===== src/rtl/traffic_pkg.sv =====
// Shared definitions for the traffic-light family: light encodings, the
// controller state codes, and small elaboration-time helpers.
package traffic_pkg;

  localparam logic [1:0] RED    = 2'b00;
  localparam logic [1:0] YELLOW = 2'b10;
  localparam logic [1:0] GREEN  = 2'b11;

  typedef enum logic [2:0] {
    V_GREEN   = 3'd0,
    V_YELLOW  = 3'd1,
    ALL_RED_1 = 3'd2,
    H_GREEN   = 3'd3,
    H_YELLOW  = 3'd4,
    ALL_RED_2 = 3'd5,
    PED_WALK  = 3'd6
  } state_e;

  // The one code the enumeration leaves unused; the controller recovers from it.
  localparam logic [2:0] ST_ILLEGAL = 3'd7;

  function automatic int max4(input int a, input int b, input int c, input int d);
    int m;
    m = a;
    if (b > m) m = b;
    if (c > m) m = c;
    if (d > m) m = d;
    return m;
  endfunction

endpackage


===== src/rtl/phase_timer.sv =====
// Loadable down-counter that times one controller phase. It stops at zero
// and can be frozen; expired flags the final cycle of the phase.
module phase_timer #(
  parameter int CNT_W = 8
) (
  input  logic             clk,
  input  logic             load,
  input  logic [CNT_W-1:0] load_val,
  input  logic             hold,
  output logic             expired
);

  logic [CNT_W-1:0] count_q, count_d;

  always_comb begin
    // NOTE: default assignment first so every path drives count_d; no latch.
    count_d = count_q;
    if (load) begin
      count_d = load_val;
    end else if (!hold && (count_q != '0)) begin
      count_d = count_q - 1'b1;
    end
  end

  // NOTE: no reset branch here; the owner asserts load with the reset value
  // while its synchronous reset is active, so the counter is defined from then on.
  always_ff @(posedge clk) begin
    // NOTE: non-blocking assignment for registered state avoids read/write races.
    count_q <= count_d;
  end

  assign expired = (count_q == '0);

endmodule


===== src/rtl/traffic_timed.sv =====
// Fixed-time two-way intersection controller with all-red clearance and an
// optional pedestrian walk phase served after the horizontal cycle.
module traffic_timed
  import traffic_pkg::*;
#(
  parameter int G_TICKS = 8,
  parameter int Y_TICKS = 3,
  parameter int R_TICKS = 1,
  parameter int W_TICKS = 5,
  parameter int CNT_W   = 8
) (
  input  logic       clk,
  input  logic       reset,
  input  logic       hold,
  input  logic       ped_req,
  output logic [1:0] horizontal_light,
  output logic [1:0] vertical_light,
  output logic       walk,
  output logic       ped_pending,
  output logic [2:0] phase
);

  localparam int MAX_TICKS = max4(G_TICKS, Y_TICKS, R_TICKS, W_TICKS);

  generate
    if (G_TICKS < 1 || Y_TICKS < 1 || R_TICKS < 1 || W_TICKS < 1) begin : g_bad_ticks
      $error("traffic_timed: every *_TICKS parameter must be at least 1");
    end
    if (longint'(MAX_TICKS - 1) >= (longint'(1) << CNT_W)) begin : g_bad_width
      $error("traffic_timed: CNT_W too narrow for the longest phase");
    end
  endgenerate

  logic [2:0]       state_q, state_d;
  logic             ped_pending_q, ped_pending_d;
  logic             expired;
  logic             illegal;
  logic             advance;
  logic             timer_load;
  logic [CNT_W-1:0] timer_load_val;

  // Timer reload value for the phase being entered: its duration minus one.
  function automatic logic [CNT_W-1:0] ticks_of(input logic [2:0] st);
    logic [CNT_W-1:0] t;
    case (st)
      V_GREEN, H_GREEN:     t = CNT_W'(G_TICKS - 1);
      V_YELLOW, H_YELLOW:   t = CNT_W'(Y_TICKS - 1);
      ALL_RED_1, ALL_RED_2: t = CNT_W'(R_TICKS - 1);
      PED_WALK:             t = CNT_W'(W_TICKS - 1);
      default:              t = CNT_W'(G_TICKS - 1);
    endcase
    return t;
  endfunction

  // Recovery from the unused code ignores hold so the lights never stay dark.
  assign illegal = (state_q == ST_ILLEGAL);
  assign advance = illegal || (expired && !hold);

  always_comb begin
    state_d = state_q;
    if (advance) begin
      case (state_q)
        V_GREEN:   state_d = V_YELLOW;
        V_YELLOW:  state_d = ALL_RED_1;
        ALL_RED_1: state_d = H_GREEN;
        H_GREEN:   state_d = H_YELLOW;
        H_YELLOW:  state_d = ALL_RED_2;
        ALL_RED_2: state_d = ped_pending_q ? PED_WALK : V_GREEN;
        PED_WALK:  state_d = V_GREEN;
        default:   state_d = V_GREEN;
      endcase
    end
  end

  // Requests during a walk are already served by it; the clear on entering
  // the walk overrides a request arriving on that same edge.
  always_comb begin
    ped_pending_d = ped_pending_q;
    if (ped_req && (state_q != PED_WALK)) begin
      ped_pending_d = 1'b1;
    end
    if (advance && (state_q == ALL_RED_2) && ped_pending_q) begin
      ped_pending_d = 1'b0;
    end
  end

  assign timer_load     = !reset || advance;
  assign timer_load_val = reset ? ticks_of(state_d) : ticks_of(V_GREEN);

  phase_timer #(
    .CNT_W (CNT_W)
  ) u_phase_timer (
    .clk      (clk),
    .load     (timer_load),
    .load_val (timer_load_val),
    .hold     (hold),
    .expired  (expired)
  );

  always_ff @(posedge clk) begin
    if (!reset) begin
      state_q       <= V_GREEN;
      ped_pending_q <= 1'b0;
    end else begin
      state_q       <= state_d;
      ped_pending_q <= ped_pending_d;
    end
  end

  // Outputs decode registered state only, so they change cleanly at the edge.
  always_comb begin
    horizontal_light = RED;
    vertical_light   = RED;
    walk             = 1'b0;
    case (state_q)
      V_GREEN:  vertical_light   = GREEN;
      V_YELLOW: vertical_light   = YELLOW;
      H_GREEN:  horizontal_light = GREEN;
      H_YELLOW: horizontal_light = YELLOW;
      PED_WALK: walk             = 1'b1;
      default: begin
        horizontal_light = RED;
        vertical_light   = RED;
      end
    endcase
  end

  assign ped_pending = ped_pending_q;
  assign phase       = state_q;

endmodule


===== config.mk =====
export PLATFORM = sky130hd
export DESIGN_NAME = traffic_timed
export DESIGN_NICKNAME = d
export VERILOG_FILES = /design/src/rtl/traffic_pkg.sv /design/src/rtl/phase_timer.sv /design/src/rtl/traffic_timed.sv
export SDC_FILE = /design/constraint.sdc
export NUM_CORES = 1
export LEC_CHECK = 0
export CORE_MARGIN = 10
export CORE_UTILIZATION = 52
export DETAILED_ROUTE_END_ITERATION = 6
export MAX_ROUTING_LAYER = met4
export PLACE_DENSITY = 0.88
export SYNTH_ARGS = -nofsm -noshare
export SYNTH_HDL_FRONTEND = slang
export SYNTH_HIERARCHICAL = 1
export SYNTH_SLANG_ARGS = --single-unit

===== constraint.sdc =====
create_clock -name clk -period 3.79 [get_ports clk]
set_clock_uncertainty 0.15 [all_clocks]
set_input_delay 0.758 -clock clk [delete_from_list [all_inputs] [get_ports clk]]
set_output_delay 0.758 -clock clk [all_outputs]
set_load 0.005 [all_outputs]

==> impl_metrics.json, run 1 <==
{
  "min-delay-start": "u_phase_timer/count_q[0]",
  "tns_ns": 0,
  "antenna_found_initial": 0,
  "pin_count": 13,
  "clock-sinks": 12,
  "powerDensity_mw_per_mm2": 300,
  "layout-drive-gt1-share_pct": 9.48,
  "yosys.cell_types.count": 41,
  "r2r_setup_slack_ns": 0.54,
  "fp.dieW_um": 61.0,
  "cts_resized": 0,
  "diodes": 0,
  "start_kind": "register",
  "synthSimpleGateAreaFrac_pct": 27.6,
  "design.core.area_mm2": 0.00154,
  "netlist_instances": 100,
  "leakage_nw": 0.403,
  "die_area_mm2": 0.00372,
  "ys_async_sr_fraction_pct": 0,
  "worst_path_max_delay_cell": "or4_4",
  "r2r-end": "u_phase_timer/count_q[6]",
  "drc": 0,
  "synth-seq-cells": 12,
  "syn_to_final_growth_pct": 18.2,
  "grt_max_degree": 15,
  "relSlewSlack_pct": 52.8,
  "synth_adder_area_share_pct": 2.86,
  "synthXorXnorAreaFrac_pct": 2.00,
  "finalSetupViolCount": 0,
  "worstSetupPathType": "reg2reg",
  "first_pass_iters": 4,
  "grt_use_total_pct": 13.1,
  "slowest_delay_ns": 0.59,
  "rows": 14,
  "finalCritPeriodShare_pct": 85.8,
  "tritoncts": "done",
  "syn_area_um2": 875,
  "viasPerCell": 6.46,
  "synth_top_family_by_area": "simple AND/OR/NAND/NOR gates",
  "ys_seq_area_share_pct": 36.6,
  "synth-compound-area-share_pct": 22.9,
  "max_freq_mhz": 307,
  "final_cell_count_no_fill": 132,
  "min_to": "u_phase_timer/count_q[0]",
  "ctsHoldBuffers": 0,
  "grt_pass1_vias": 723,
  "cap_violations": 0,
  "drt-total-wl_um": 2180,
  "muxShareOfSynthArea_pct": 1.14,
  "antenna_left": 0,
  "dp_hpwl_um": 1580,
  "synth_top_cell_by_area": "edfxtp_1",
  "tightest_slew_ns": 0.703,
  "n_fill_cell": 112,
  "rr_startpoint": "u_phase_timer/count_q[3]",
  "min_path_type": "reg2reg",
  "post-place-cells": 128,
  "nNetsFinal": 123,
  "min_period_ns": 3.25,
  "drt-initial-drc-count": 48,
  "grt_first_pass_wirelength_um": 3570,
  "ctsRootBufferMaster": "clkbuf_4",
  "cp_max_fo": 13,
  "portBuffers": 12,
  "grt_overflow": 0,
  "cts_buffers": 3,
  "status": "completed",
  "cp.required_ns": 3.55,
  "place.gp.congestion": 0.931,
  "clockBufferDepth": 2,
  "wl_per_cell_um": 16.5,
  "vias": 853,
  "ys_warn_count": 6,
  "synth_top_area_share_pct": 27.5,
  "rsz0062_at_grt": "no",
  "die_y_um": 61.0,
  "clk_latency_ns": 0.28,
  "clk_pin_slew_ns": 0.09,
  "drv_slew": 0,
  "hold_violations": 0,
  "initial_core_util_pct": 56.7,
  "synth_enable_flop_cells": 8,
  "avgSynthCellArea_um2": 8.75,
  "vdd_drop_max_mv": 0.221,
  "cts_max_level": 1,
  "path_cells": "or4_4, nor4b_2, nand2b_1, o211ai_1, buf_4, inv_1, o21ai_1",
  "ys.flop_type": "edfxtp_1",
  "holdPathStages": 1,
  "cp-end-kind": "register",
  "synth_area_leaders": "edfxtp_1, dfxtp_1, nand2_1, nor2_1, o211ai_1",
  "reg2reg_depth": 7,
  "crit_arrival_ns": 3.01,
  "postCtsSetupBuffers": 0
}
-- worst max-delay path: cells and delay by family, from the launching register on --
kind / cells / cell delay (ns)
compound gates: 2 / 0.58
buf+inv: 2 / 0.33
flops: 1 / 0.48
simple gates: 3 / 1.33
-- cell families (layout without fill, tap and decap cells) --
logic type / after synthesis / in the layout
compound gates: 29 / 29
xor+xnor: 2 / 2
other cells: 1 / 5
simple gates: 41 / 41
buf+inv: 12 / 24
mux: 1 / 1
fa+ha+maj: 2 / 2
flops: 12 / 12
-- report_power, final --
group	switching [mW]	internal, mW
clock network	0.0453	0.0382
logic	0.0279	0.0285
registers	0.0160	0.154
-- area by class of cell --
class                      count  area, um2  share of cell area (%)
inverter                       7       26.3                    2.54
tap                           16       20.0                    1.94
clock inverter                 1       3.75                   0.363
multi-input combinational     80        513                    49.6
clock buffer                   3       22.5                    2.18
sequential                    12        320                    31.0
timing repair buffer          13        128                    12.3
-- metrics by stage --
stage                     area (um2)  setup slack [ns]  hold WS, ns  utilization [%]  power (mW)
after floorplan                  890              1.08        0.413                -       0.201
after global placement          1010             0.779        0.464             65.3       0.223
after detailed placement        1010             0.632        0.471             65.3       0.226
after CTS                       1030             0.591        0.483             67.0       0.310
after global routing            1030             0.315        0.506             67.0       0.325
final                           1030             0.538        0.483             67.0       0.310
-- registers in the layout (all words and copies together) (netlist names) --
signal                 cells
ped_pending                1
u_phase_timer/count_q      8
phase                      3
-- cells in the mapped netlist (2+ instances only) --
cell,count
or4_1,3
a31oi_1,2
o21ai_0,5
buf_2,3
o211a_1,2
nand3b_1,2
nand2b_1,3
ha_1,2
edfxtp_1,8
nand2_1,12
nand3_1,3
o21ai_1,3
nor2_1,8
nor3_1,3
a21oi_1,3
o211ai_1,4
inv_1,7
dfxtp_1,4
-- worst max path at each step --
| stage | start | to | slack, ns | cells past startpoint |
|---|---|---|---|---|
| finish | u_phase_timer/count_q[3] | u_phase_timer/count_q[6] | 0.54 | 7 |
| global route | u_phase_timer/count_q[3] | u_phase_timer/count_q[1] | 0.31 | 7 |
| CTS | u_phase_timer/count_q[3] | u_phase_timer/count_q[6] | 0.59 | 7 |
| detailed placement | u_phase_timer/count_q[3] | u_phase_timer/count_q[6] | 0.63 | 7 |
| global placement | u_phase_timer/count_q[3] | u_phase_timer/count_q[0] | 0.78 | 7 |
| floorplan | u_phase_timer/count_q[3] | u_phase_timer/count_q[0] | 1.08 | 7 |
-- layer usage --
metal	share of wire [%]	wire length [um]	vias up	GRT usage [%]
met4	2.5	55	0	7.84
met3	8.6	187	8	4.12
li1	-	-	403	-
met5	0	0	-	-
met2	46	994	49	17.2
met1	43	943	393	17.0
-- placed cells by master (no fill, tap or decap), drive strengths merged, types with 2 or more instances in the layout --
cell,count
nor3,3
o211ai,4
ha,2
a21oi,3
edfxtp,8
clkbuf,3
nand3,3
nand2b,3
nand2,12
a31oi,2
nor2,8
dfxtp,4
o21ai,8
clkdlybuf4s50,12
o211a,2
or4,4
nand3b,2
conb,5
inv,7
Power figures use the tool's default switching activity.
==> run 2, diff against run 1 <==
Settings changed: SETUP_SLACK_MARGIN from default to 0.2, TNS_END_PERCENT from default to 20.
Clock period 3.79 ns to 3.2 ns, I/O delays scaled along.
==> run 2 against run 1 <==
Effect of this change: sequential cell count stayed put; non-clock buffer count is 3 higher; cell count is 2.3% higher; worst setup slack worse by 0.024 ns; via count is 4.8% lower; worst hold slack better by 0.00077 ns; first-iteration DRC count is 65% lower; clock-buffer cell count stayed put; critical path type unchanged; critical endpoint is now u_phase_timer/count_q[2]; largest power group unchanged.
==> impl_metrics.json, run 2 (synthesis gave the netlist of run 1 again) <==
{
  "leakage_nw": 0.418,
  "n_fill_cell": 130,
  "layout_common_cells": "nand2_1, clkdlybuf4s50_1, nor2_1, edfxtp_1, inv_1",
  "utilization_pct": 68.8,
  "grt_use_total_pct": 12.0,
  "die_area_mm2": 0.00372,
  "dp_hpwl_um": 1580,
  "first_pass_iters": 4,
  "portBuffers": 12,
  "largest_register_ffs": 8,
  "design.core.area_mm2": 0.00154,
  "p_comb_share_pct": 18.4,
  "worstSetupPathType": "reg2reg",
  "grt_overflow": 0,
  "status": "completed",
  "worst_path_max_delay_cell": "or4_4",
  "switchingPower_uw": 101,
  "grt_first_pass_wirelength_um": 3370,
  "die_y_um": 61.0,
  "tns_ns": 0,
  "layout-drive-gt1-share_pct": 12.6,
  "min_path_type": "reg2reg",
  "crit_arrival_ns": 2.56,
  "antenna_found_initial": 0,
  "cts_resized": 0,
  "cts_buffers": 3,
  "relSlewSlack_pct": 66.0,
  "slowest_delay_ns": 0.58,
  "min_period_ns": 2.69,
  "clockBufferDepth": 2,
  "swShare_pct": 27.9,
  "grt_pass1_vias": 729,
  "place.gp.congestion": 0.939,
  "post-place-cells": 131,
  "cp_top_family": "simple AND/OR/NAND/NOR gates",
  "rsz0062_at_grt": "no",
  "pwr-share-seq_pct": 54.8,
  "cp_num_buf_inv": 1,
  "multi_input_area_um2": 517,
  "viasPerCell": 6.01,
  "nNetsFinal": 126,
  "max_freq_mhz": 372,
  "pin_count": 13,
  "ctsHoldBuffers": 0,
  "seq_area_um2": 320,
  "tightest_slew_ns": 0.509,
  "finalSetupViolCount": 0,
  "clk_latency_ns": 0.27,
  "tritoncts": "done",
  "vias": 812,
  "top_register": "u_phase_timer/count_q",
  "cp_max_fo": 8,
  "antenna_left": 0,
  "final_cell_count_no_fill": 135,
  "wl_per_cell_um": 15.0,
  "total_power_uw": 363,
  "clock-sinks": 12,
  "initial_core_util_pct": 56.7,
  "vdd_drop_max_mv": 0.287,
  "path_cells": "or4_4, nor4b_2, nand2b_1, buf_4, a21boi_0, o2111ai_1, nand2_1, o21ai_1",
  "drc": 0,
  "cts_max_level": 1,
  "hold_violations": 0,
  "diodes": 0,
  "drv_slew": 0,
  "syn_to_final_growth_pct": 21.2,
  "cp.required_ns": 3.07,
  "cp-end-kind": "register",
  "grt_max_degree": 15,
  "ctsRootBufferMaster": "clkbuf_4",
  "rows": 14,
  "powerDensity_mw_per_mm2": 343,
  "cap_violations": 0,
  "start_kind": "register",
  "p_int_uw": 262,
  "fp.dieW_um": 61.0,
  "clk_pin_slew_ns": 0.08,
  "drt-initial-drc-count": 17,
  "postCtsSetupBuffers": 0,
  "drt-total-wl_um": 2020,
  "p_clk_share_pct": 26.8,
  "finalCritPeriodShare_pct": 83.9
}
==> run 2: cell types whose count changed in the layout (fill, tap and decap cells not counted) <==
cell / previous run / this run
o21ai_1: 3 / 2
o21ai_2: 0 / 1
buf_4: 1 / 4
==> run 2: worst paths after layout <==
check	startpoint	endpoint	slack, ns	depth (start not counted)
setup / recovery	u_phase_timer/count_q[3]	u_phase_timer/count_q[2]	0.51	8
hold / removal	u_phase_timer/count_q[0]	u_phase_timer/count_q[0]	0.48	1
setup reg to reg	u_phase_timer/count_q[3]	u_phase_timer/count_q[2]	0.51	8
hold reg to reg	u_phase_timer/count_q[0]	u_phase_timer/count_q[0]	0.48	1
==> run 2: power by group through the flow <==
| stage | Sequential [mW] | Clock [mW] | Combinational, mW |
|---|---|---|---|
| 2_1_floorplan | 0.196 | 0 | 0.0420 |
| 3_3_place_gp | 0.202 | 0 | 0.0640 |
| 3_5_place_dp | 0.203 | 0 | 0.0660 |
| 4_1_cts | 0.199 | 0.0999 | 0.0665 |
| 5_1_grt | 0.202 | 0.107 | 0.0757 |
| 6_report | 0.199 | 0.0974 | 0.0667 |
==> run 2: through the flow <==
step | area (um2) | hold WS (ns) | worst slack [ns]
4_1_cts | 1060 | 0.487 | 0.379
6_report | 1060 | 0.484 | 0.514
3_5_place_dp | 1030 | 0.476 | 0.386
2_1_floorplan | 890 | 0.413 | 0.495
5_1_grt | 1060 | 0.527 | 0.214
3_3_place_gp | 1030 | 0.465 | 0.493
==> run 2: routing by layer <==
metal | up-vias | routed length, um | global-route usage [%]
met5 | - | 0 | -
met4 | 0 | 0 | 2.19
met3 | 0 | 140 | 3.91
met2 | 22 | 906 | 16.7
met1 | 385 | 973 | 16.4
li1 | 405 | - | -
==> run 2: cell type report <==
type	count	area share, %
multi-input combinational	80	48.8
sequential	12	30.2
timing repair buffer	16	14.2
inverter	7	2.48
clock buffer	3	2.13
tap	16	1.89
clock inverter	1	0.354
